--- config.mk ---
export PLATFORM = sky130hd
export DESIGN_NAME = clk_divider
export DESIGN_NICKNAME = d
export VERILOG_FILES = /design/src/rtl/clk_divider.sv
export SDC_FILE = /design/constraint.sdc
export NUM_CORES = 1
export LEC_CHECK = 0
export ABC_AREA = 1
export CAP_MARGIN = 40
export CELL_PAD_IN_SITES_DETAIL_PLACEMENT = 1
export CELL_PAD_IN_SITES_GLOBAL_PLACEMENT = 1
export CORE_AREA = 4 4 41 43
export CTS_CLUSTER_DIAMETER = 60
export DETAILED_ROUTE_END_ITERATION = 8
export DIE_AREA = 0 0 45 47
export PLACE_DENSITY = 0.48
export SYNTH_ARGS = -nofsm -noshare
export SYNTH_HDL_FRONTEND = slang
export SYNTH_SLANG_ARGS = --single-unit
--- constraint.sdc ---
create_clock -name clk -period 1.05 [get_ports clk]
set_clock_uncertainty 0.1 [all_clocks]
set_input_delay 0.105 -clock clk [delete_from_list [all_inputs] [get_ports clk]]
set_output_delay 0.105 -clock clk [all_outputs]
set_load 0.02 [all_outputs]
--- src/rtl/clk_divider.sv ---
// clk_divider: integer clock divider producing clk_out = f(clk)/N at 50% duty
// for both even and odd N. clk_out is formed only from flop outputs (plus clk
// itself when N = 1), so it carries no combinational glitches.
//
// Parameters:
//   N        division ratio, 1..65535; anything else stops elaboration.
//
// Ports:
//   clk      input clock; every state change happens on one of its edges
//   rst      asynchronous active-low reset (0 = in reset, 1 = running);
//            deassertion is expected to be synchronised to clk upstream
//   clk_out  divided clock, period N*T(clk), high for N/2 input periods
//
// Edge numbering below counts clk rising edges after reset release, starting
// at 1. The counter sees value k-1 on rising edge k.
`timescale 1ns/1ps

module clk_divider #(
  parameter int N = 5
) (
  input  logic clk,
  input  logic rst,
  output logic clk_out
);

  localparam int CNT_W = (N > 1) ? $clog2(N) : 1;

  if (N < 1 || N > 65535) begin : g_bad_n
    $fatal(1, "clk_divider: N=%0d is outside the legal range 1..65535", N);
  end else if (N == 1) begin : g_div1
    // Pass clk through once a falling edge has been seen after release. The
    // flag only changes while clk is low, so the gate cannot cut a high phase
    // short and clk_out never shows a runt pulse.
    logic run_q;
    logic run_d;

    always_comb begin
      run_d = 1'b1;
    end

    always_ff @(negedge clk or negedge rst) begin
      if (!rst) begin
        run_q <= 1'b0;
      end else begin
        run_q <= run_d;
      end
    end

    assign clk_out = clk & run_q;

  end else if ((N % 2) == 0) begin : g_even
    localparam logic [CNT_W-1:0] CNT_MAX = CNT_W'(N - 1);
    localparam logic [CNT_W-1:0] HALF_M1 = CNT_W'(N / 2 - 1);

    logic [CNT_W-1:0] cnt_q;
    logic [CNT_W-1:0] cnt_d;
    logic             p_q;
    logic             p_d;

    always_comb begin
      cnt_d = (cnt_q == CNT_MAX) ? '0 : cnt_q + CNT_W'(1);
      p_d   = p_q;
      // Toggle twice per output period; decisions use the pre-increment count.
      if (cnt_q == HALF_M1 || cnt_q == CNT_MAX) begin
        p_d = ~p_q;
      end
    end

    always_ff @(posedge clk or negedge rst) begin
      if (!rst) begin
        cnt_q <= '0;
        p_q   <= 1'b0;
      end else begin
        cnt_q <= cnt_d;
        p_q   <= p_d;
      end
    end

    assign clk_out = p_q;

  end else begin : g_odd
    localparam logic [CNT_W-1:0] CNT_MAX  = CNT_W'(N - 1);
    localparam logic [CNT_W-1:0] RISE_CNT = CNT_W'((N - 1) / 2 - 1);
    localparam logic [CNT_W-1:0] FALL_CNT = CNT_W'(N - 2);

    logic [CNT_W-1:0] cnt_q;
    logic [CNT_W-1:0] cnt_d;
    logic             p_q;
    logic             p_d;
    logic             q_q;
    logic             q_d;

    always_comb begin
      cnt_d = (cnt_q == CNT_MAX) ? '0 : cnt_q + CNT_W'(1);
      p_d   = p_q;
      if (cnt_q == RISE_CNT) begin
        p_d = 1'b1;
      end else if (cnt_q == FALL_CNT) begin
        p_d = 1'b0;
      end
    end

    always_ff @(posedge clk or negedge rst) begin
      if (!rst) begin
        cnt_q <= '0;
        p_q   <= 1'b0;
      end else begin
        cnt_q <= cnt_d;
        p_q   <= p_d;
      end
    end

    // p delayed by half an input period; OR-ing it in stretches the high
    // phase from (N-1)/2 periods to N/2 periods, ending on a clk falling edge.
    always_comb begin
      q_d = p_q;
    end

    always_ff @(negedge clk or negedge rst) begin
      if (!rst) begin
        q_q <= 1'b0;
      end else begin
        q_q <= q_d;
      end
    end

    assign clk_out = p_q | q_q;
  end

endmodule

Word level (Yosys, flattened, before mapping). Cells that the tools add are included.

Add/sub/neg operators: 1. Equality and inequality tests: 3. Multiplexer cells: 3. Bitwise gates (word level): 1. Reduce and logical (&&, ||, !) cells: 1.

Operators with widths (count): $add A3 B1 Y3 const B (1); $eq A3 B1 Y1 const B (1); $eq A3 B2 Y1 const B (1); $eq A3 B3 Y1 const B (1); $mux W3 (1); $mux W1 (2); $reduce_bool A2 Y1 (1); $or A1 B1 Y1 (1).

Bits in registers: 5. Input port bits: 2. Word-level logic and storage cells: 12.

Logic depth before layout (Yosys ltp).
Depth in word-level cells: 3. Gate-level depth with buffers: 5.

==> flow_summary.ini <==
[cts]
cts-htree-levels = 1
clockRootBuffer = clkbuf_4
cts_buffers = 3
clk_pin_slew_worst_paths_ns = 0.05
hold_buffers = 0
cts_tree = built
clockBufferDepth = 2
cts.sinks = 5
clock_latency_ns = 0.24

[synth]
synth_area_leaders = dfrtp_1, ha_1, dfrtn_1
synth_area_um2 = 223
ys_ff_latch = 5
synth_seq_area_share_pct = 56.2
syn_avg_cell_area_um2 = 11.7
synth_cells = 19
synth.largest_area_cell = dfrtp_1
synth_top_area_share_pct = 44.9
netlist-cell-type-count = 9
synth_fp_nets = 25
yosysWarnings = 0

[grt]
grt_use_total_pct = 7.77
grt_pass1_wl_um = 993
grt_max_degree = 5
first_global_vias = 216
overflow = 0
antenna_found_initial = 0

[job]
drv_cap = 0

[die]
die_x_um = 45
core_mm2 = 0.00130
start_util_pct = 17.1
die_h_um = 47
die_area_mm2 = 0.00212
row_count = 13
ios = 3

[route]
wl_per_cell_um = 11.8
dr.pass1.iters = 1
routed_wl_um = 532
drc = 0
vias = 174
vias_per_cell = 3.87
postRouteAntennaNets = 0
drt_iter0_markers = 0

[cells_and_area]
final_layout_size_suffix_gt1_share_pct = 73.3
num_antenna_cells = 0
layout.cells.non_filler = 45
fillers = 149
multiInputGateArea_um2 = 145
register_area_um2 = 125
fin_nets = 37
syn2layout_area_growth_pct = 79.2

[critical_path]
rr_startpoint = g_odd.p_q$_DFFE_PN0P_
crit_path_end_kind = output port
critical_path_class = reg2out
critPathSlowestCell = dfrtn_1
cp_max_fo = 1
path_cells = or2_4, buf_6
crit_start = g_odd.q_q$_DFF_NN0_
start_kind = flip-flop
cp.arrival_ns = 1.47
path_buf_inv = 1
slowest_delay_ns = 0.33
cp_top_family = flip-flops
critPathRequiredTime_ns = 0.84

[power]
sw_frac_of_total_pct = 21.2
power_frac_clock_pct = 53.3
combPwrFrac_pct = 2.3
power_mw = 0.436
power.density_mw_per_mm2 = 1090
internal_power_mw = 0.343
p_switching_mw = 0.0925
peakVddDrop_uv = 409
power.leakage_nw = 0.174
seq_power_share_pct = 44.4

[sta]
grt_setup_unrepaired = yes
fin_ws_ns = -0.627
relSlewSlack_pct = 89.1
tightest_slew_ns = 0.163
hold_violations = 0
slew_violations = 0
setup_viol = 3

[placement]
place.gp.congestion = 0.725
port_buffers = 2
place_hpwl_um = 353
dp_cells = 39
pre_cts_ws_ns = -0.748

[min_path]
worstHoldPathType = in2async

[status]
violations = setup timing
status = complete, but fails checks
-- registers in the layout, summed over array words and instances, names as in the netlist --
signal and flops:
g_odd.cnt_q 3, g_odd.p_q 1, g_odd.q_q 1
-- placed cells by master, fill, tap and decap left out, drive strengths merged --
cell type,n
dfrtn,1
inv,4
clkbuf,4
clkdlybuf4s50,1
ha,4
buf,6
a21oi,2
or2,1
dfrtp,4
nand2,3
-- synthesized netlist by cell type --
cell type and instances:
dfrtn_1 1, inv_1 3, nand2_1 1, a21oi_1 2, nand2_2 2, dfrtp_1 4
inv_2 1, or2_1 1, ha_1 4
-- final cells by class --
class / instances / share of cell area, %
inverter: 4 / 4.39
sequential: 5 / 31.3
timing repair buffer: 7 / 16.6
tap: 15 / 4.70
clock buffer: 4 / 6.58
multi-input combinational: 10 / 36.4
-- metal layers --
layer / share of wire, % / vias to the layer above / wire, µm / global-route usage (%)
li1: - / 78 / - / -
met1: 27 / 87 / 144 / 5.29
met2: 60 / 6 / 321 / 14.1
met3: 11 / 3 / 56 / 7.28
met4: 1.7 / 0 / 9 / 3.51
met5: 0 / - / 0 / 0
-- timing repair --
action | in CTS | in global routing
setup endpoints to repair | 5 | 6
setup buffers | 1 | 1
gates resized for setup | 15 | 4
gates cloned | 0 | 0
pin swaps | 3 | 3
-- power by group through the flow --
stage / Clock (mW) / Combinational (mW) / Sequential, mW
2_1_floorplan: 0 / 0.0000000566 / 0.196
3_3_place_gp: 0 / 0.00965 / 0.196
3_5_place_dp: 0 / 0.0101 / 0.196
4_1_cts: 0.246 / 0.0105 / 0.193
5_1_grt: 0.262 / 0.0116 / 0.193
6_report: 0.232 / 0.0101 / 0.194
-- through the flow --
| step | utilization, % | cell area, µm² | hold WS (ns) | TNS (ns) |
|---|---|---|---|---|
| final | 30.7 | 399 | 0.0637 | -0.894 |
| after global routing | 30.7 | 399 | 0.0862 | -0.975 |
| after CTS | 27.6 | 359 | 0.0635 | -0.926 |
| after detailed placement | 23.2 | 302 | 0.329 | -1.04 |
| after global placement | 23.2 | 302 | 0.317 | -0.982 |
| after floorplan | - | 240 | -0.291 | -0.354 |
-- cell families (layout without fill, tap and decap cells) --
group | count (synthesis) | after routing | share of synthesized area (%)
DFF | 5 | 5 | 56.2
buffers and inverters | 4 | 15 | 6.74
and+or+nand+nor | 4 | 4 | 10.1
AOI/OAI and AO/OA | 2 | 2 | 4.49
adders and majority gates | 4 | 4 | 22.5
-- final timing paths --
path                                                 end  slack [ns]  depth (start not counted)
worst max-delay path                             clk_out       -0.63                          2
worst min-delay path               g_odd.p_q$_DFFE_PN0P_        0.06                          2
worst max register to register       g_odd.q_q$_DFF_NN0_       -0.22                          1
worst min register to register  g_odd.cnt_q[0]$_DFF_PN0_        0.42                          1
max in group asynchronous            g_odd.q_q$_DFF_NN0_        0.39                          1
min in group clk                g_odd.cnt_q[0]$_DFF_PN0_        0.42                          1
Note: power is estimated with default switching activity, not from simulation.
